[src/rtl/mem_stage.sv]
// mem_stage: MEM pipeline stage with a stalling data-memory handshake feeding the MEM/WB register
// Ports: clk, rst (asynchronous, active-low); *_in are EX/MEM register contents;
//   dmem_req/dmem_we/dmem_addr/dmem_wdata form the request bus, dmem_ack/dmem_rdata the completion;
//   stall holds the EX/MEM register; *_out are MEM/WB register contents; mem_err is a sticky timeout flag.
// Define MEM_STAGE_TIMEOUT_EN to abort an access after TIMEOUT_CYCLES cycles without dmem_ack.
module mem_stage #(
  parameter int TIMEOUT_CYCLES = 64
) (
  input  logic        clk,
  input  logic        rst,
  input  logic        MemtoReg_in,
  input  logic        RegWrite_in,
  input  logic        MemRead_in,
  input  logic        MemWrite_in,
  input  logic [31:0] alu_out_in,
  input  logic [31:0] mem_wd_in,
  input  logic [4:0]  rfile_wn_in,
  output logic        dmem_req,
  output logic        dmem_we,
  output logic [31:0] dmem_addr,
  output logic [31:0] dmem_wdata,
  input  logic        dmem_ack,
  input  logic [31:0] dmem_rdata,
  output logic        stall,
  output logic        MemtoReg_out,
  output logic        RegWrite_out,
  output logic [31:0] alu_out_out,
  output logic [31:0] mem_rd_out,
  output logic [4:0]  rfile_wn_out,
  output logic        mem_err
);
  typedef enum logic {IDLE, ACCESS} state_t;
  state_t r_state, w_next;
  logic [31:0] r_addr, r_wdata;
  logic [4:0]  r_wn;
  logic        r_we, r_mtr, r_rw;
  logic        w_mem_op, w_to, w_ld_alu, w_ld_mem;
  assign w_mem_op   = MemRead_in | MemWrite_in;
  assign w_ld_alu   = (r_state == IDLE) && !w_mem_op;
  assign w_ld_mem   = (r_state == ACCESS) && dmem_ack;
  assign dmem_we    = r_we;
  assign dmem_addr  = r_addr;
  assign dmem_wdata = r_wdata;
`ifdef MEM_STAGE_TIMEOUT_EN
  localparam int CW = $clog2(TIMEOUT_CYCLES + 1);
  logic [CW-1:0] r_cnt;
  // abort on the last permitted ACCESS cycle so the request drops right after it
  assign w_to = (r_state == ACCESS) && !dmem_ack && (r_cnt == CW'(TIMEOUT_CYCLES - 1));
  always_ff @(posedge clk or negedge rst) begin
    if (!rst) begin
      r_cnt   <= '0;
      mem_err <= 1'b0;
    end else begin
      r_cnt   <= (r_state == ACCESS && !dmem_ack) ? r_cnt + 1'b1 : '0;
      mem_err <= mem_err | w_to;
    end
  end
`else
  assign w_to    = 1'b0;
  assign mem_err = 1'b0 && (TIMEOUT_CYCLES > 0);
`endif
  always_ff @(posedge clk or negedge rst) begin
    if (!rst) r_state <= IDLE;
    else      r_state <= w_next;
  end
  always_comb begin
    w_next   = r_state;
    dmem_req = 1'b0;
    stall    = 1'b0;
    if (r_state == IDLE) begin
      stall  = w_mem_op;
      w_next = w_mem_op ? ACCESS : IDLE;
    end else begin
      dmem_req = 1'b1;
      stall    = !(dmem_ack || w_to);
      w_next   = (dmem_ack || w_to) ? IDLE : ACCESS;
    end
  end
  // a simultaneous read and write request is issued as a write
  always_ff @(posedge clk or negedge rst) begin
    if (!rst) begin
      r_addr  <= '0;
      r_wdata <= '0;
      r_wn    <= '0;
      r_we    <= 1'b0;
      r_mtr   <= 1'b0;
      r_rw    <= 1'b0;
    end else if (r_state == IDLE && w_mem_op) begin
      r_addr  <= alu_out_in;
      r_wdata <= mem_wd_in;
      r_wn    <= rfile_wn_in;
      r_we    <= MemWrite_in;
      r_mtr   <= MemtoReg_in;
      r_rw    <= RegWrite_in;
    end
  end
  // anything other than a pass-through or a completed access loads a bubble
  always_ff @(posedge clk or negedge rst) begin
    if (!rst) begin
      MemtoReg_out <= 1'b0;
      RegWrite_out <= 1'b0;
      alu_out_out  <= '0;
      mem_rd_out   <= '0;
      rfile_wn_out <= '0;
    end else begin
      MemtoReg_out <= (w_ld_alu & MemtoReg_in) | (w_ld_mem & r_mtr);
      RegWrite_out <= (w_ld_alu & RegWrite_in) | (w_ld_mem & r_rw);
      alu_out_out  <= w_ld_alu ? alu_out_in : w_ld_mem ? r_addr : '0;
      rfile_wn_out <= w_ld_alu ? rfile_wn_in : w_ld_mem ? r_wn : '0;
      mem_rd_out   <= (w_ld_mem && !r_we) ? dmem_rdata : '0;
    end
  end
endmodule
[config.mk]
export PLATFORM = sky130hd
export DESIGN_NAME = mem_stage
export DESIGN_NICKNAME = d
export VERILOG_FILES = /design/src/rtl/mem_stage.sv
export SDC_FILE = /design/constraint.sdc
export NUM_CORES = 1
export LEC_CHECK = 0
export ABC_CLOCK_PERIOD_IN_PS = 2230
export BUFFER_PORTS_ARGS = -buffer_cell sky130_fd_sc_hd__buf_2
export CAP_MARGIN = 20
export CELL_PAD_IN_SITES_DETAIL_PLACEMENT = 0
export CELL_PAD_IN_SITES_GLOBAL_PLACEMENT = 2
export CORE_ASPECT_RATIO = 0.9
export CORE_MARGIN = 2
export CORE_UTILIZATION = 34
export CTS_BUF_LIST = sky130_fd_sc_hd__clkbuf_8
export CTS_CLUSTER_DIAMETER = 120
export DETAILED_ROUTE_END_ITERATION = 10
export PLACE_DENSITY_LB_ADDON = 0.1
export SLEW_MARGIN = 20
export SYNTH_ARGS = -nofsm -noshare
export SYNTH_HDL_FRONTEND = slang
export SYNTH_SLANG_ARGS = --single-unit
export TNS_END_PERCENT = 1
[constraint.sdc]
create_clock -name clk -period 2.23 [get_ports clk]
set_input_delay 0.446 -clock clk [delete_from_list [all_inputs] [get_ports clk]]
set_output_delay 0.446 -clock clk [all_outputs]
set_load 0.01 [all_outputs]
==> run metrics <==
outcome completed; Hold WC Path Type in -> reg; Reg area 0.00360 sq mm; Die ar. 0.0179 sq mm; Setup Buffers After CTS 0; clk slew on worst S/H paths 0.08 ns; Post-Syn Instances 362; leak pwr 4.21 nW; Post-synth EDFFs 0; CTS resizes 0; first-pass GRT wire length 22.7 mm; Routed WL 14.6 mm; clock latency on the worst-skew pair 0.43 ns; yosys warns 0; buffers added on ports 245; Critical Path Source Type flip-flop; Synth area leader dfrtp_1; sequential share of the synthesized area 0.628; Fin. Hold Viols 0; cts bufs inserted 17; Worst Setup Path Type reg -> out; Syn Std Cell Area 0.00574 sq mm; GP Congestion 0.717; Max VDD drop 401 uV; RSZ-0062 raised after global routing false; fin crit share 0.865; # hold bufs at CTS 1; Synth top area share 0.628; num rows 45; clk buf depth 2; area taken by multi-input logic gates 0.00192 sq mm; met1 Track Usage GR 0.220; internal power 4.87 mW; Tot GR Track Use 0.165; M3 GR Usage 0.0573; worst setup slack after layout 0.301 ns; routing usage on met2 0.253; largest net degree at the start of global routing 45; PwrDens 913 mW/mm^2; critical path required time 1.78 ns; Placeable Area 0.0167 sq mm; flop2flop setup slack 0.83 ns; wire per inst 17.4 um; most area-consuming cells after synthesis dfrtp_1, mux2_4, a31o_2; dominant synthesized flop cell dfrtp_1; Mapped Nets 470; Top Usage Layer GRT met2; antenna violations before repair 1; final antenna-violating net count 0; count of different cell masters after synthesis 20; Initial Utilization 0.343; Clock Power Share 0.287; fill cell count 1585; Pwr Total 6.90 mW; CTS tree built; CP max FO 26; most frequent cell after synthesis dfrtp_1; # nets final 719; DRT iter0 DRCs 114; CP Capture Type primary output; vias 3901; Sw Pwr 2.03 mW; DP Wirelength 9.89 mm; worst slack, placed 0.459 ns; Syn Area/Cell 15.8 sq um; Synth Register Bits 144; Gate power share 0.243; fmax 0.518 GHz; I/O pins 247; DRT Pass-1 Iters 4; total of max-cap violations 0; TNS Setup 0 ns; final setup fails 0; final global-route overflow total 0; min Tclk post-route 1.93 ns; layout cells sized above 1 0.643; sequential share of power 0.470; Max H-tree Level 4; DRC viols 0; Root Buffer clkbuf_8; Die Ht 127 um; Final Max Slew Viols 0; Worst Path Arrival 1.48 ns; worst clock skew 0.00726 ns; DIE WIDTH 141 um; vias in the first global route 4072; CTS Sinks 144; Sw Ratio 0.295; async set-reset flop share out of synthesis 1.00; vias per cell 4.67; Synth top cells by count dfrtp_1, mux2_4, a31o_2, and3_1, and2_1; area grow syn2layout 31.8%
-- final timing paths --
check | start | endpoint | depth (start not counted)
worst max-delay path | r_state$_DFF_PN0_ | stall | 4
worst min-delay path | dmem_rdata[2] | mem_rd_out[2]$_DFF_PN0_ | 2
worst max register to register | r_state$_DFF_PN0_ | r_rw$_DFFE_PN0P_ | 3
worst min register to register | dmem_wdata[1]$_DFFE_PN0P_ | dmem_wdata[1]$_DFFE_PN0P_ | 1
max in group asynchronous | rst | dmem_wdata[23]$_DFFE_PN0P_ | 3
min in group asynchronous | rst | dmem_wdata[17]$_DFFE_PN0P_ | 2
-- cell families after synthesis --
family                 Yosys count  share of synthesized area
DFF                            144                      0.628
and+or+nand+nor                 75                     0.0816
muxes                           71                      0.185
AOI/OAI and AO/OA               42                     0.0633
buffers and inverters           29                     0.0412
other                            1                   0.000654
-- layer usage --
metal  part of all wire  wire length (um)
met1               0.45              6540
met2               0.46              6730
met3              0.072              1050
met4              0.017               248
met5                  0                 0
-- placed cells by master, fill, tap and decap left out --
| master | instances |
|---|---|
| dlygate4sd3_1 | 1 |
| buf_2 | 244 |
| buf_12 | 5 |
| a22o_1 | 1 |
| clkbuf_8 | 18 |
| clkinv_4 | 2 |
| nor3_1 | 1 |
| o21bai_4 | 1 |
| and3_1 | 39 |
| inv_6 | 4 |
| bufinv_16 | 1 |
| mux2_4 | 70 |
| and3b_1 | 1 |
| buf_6 | 1 |
| mux2_2 | 1 |
| buf_4 | 7 |
| and2_1 | 32 |
| nand2b_1 | 1 |
| clkinvlp_4 | 5 |
| nor2_4 | 1 |
| inv_1 | 1 |
| clkinv_2 | 2 |
| a31o_2 | 39 |
| dfrtp_1 | 144 |
| a21oi_1 | 1 |
| diode_2 | 1 |
| conb_1 | 1 |
-- worst max-delay path: stages, from the launching register on --
cell	delay, ns
dfrtp_1	0.36
buf_4	0.28
nor3_1	0.07
a21oi_1	0.17
buf_2	0.17
-- power groups by stage --
stage               combinational [mW]  clock, mW  sequential [mW]
floorplan                        0.808          0             3.47
global placement                  1.69          0             3.28
detailed placement                1.71          0             3.29
CTS                               1.71       2.07             3.25
global route                      1.81       2.19             3.30
finish                            1.68       1.98             3.25
-- registers in the layout, summed over array words and instances (netlist names), 5 cells and up --
signal / cells
alu_out_out: 32
dmem_addr: 32
dmem_wdata: 32
mem_rd_out: 32
r_wn: 5
rfile_wn_out: 5
-- per-stage QoR --
| step | instance area [sq um] | hold slack, ns | std cells | util |
|---|---|---|---|---|
| floorplan | 5740 | 0.150 | 362 | - |
| global placement | 7170 | 0.377 | 802 | 0.429 |
| detailed placement | 7170 | 0.379 | 802 | 0.429 |
| CTS | 7560 | 0.173 | 835 | 0.452 |
| global route | 7560 | 0.171 | 836 | 0.452 |
| finish | 7560 | 0.212 | 836 | 0.452 |
-- layout make-up --
class | count | area share
flip-flops and latches | 144 | 0.477
diodes | 1 | 0.000331
repair buffers | 258 | 0.184
well taps | 211 | 0.0349
clock buffers | 18 | 0.0328
multi-input cells | 189 | 0.253
clock inverters | 14 | 0.0172
inverters | 1 | 0.000496
Power figures use the tool's default switching activity.
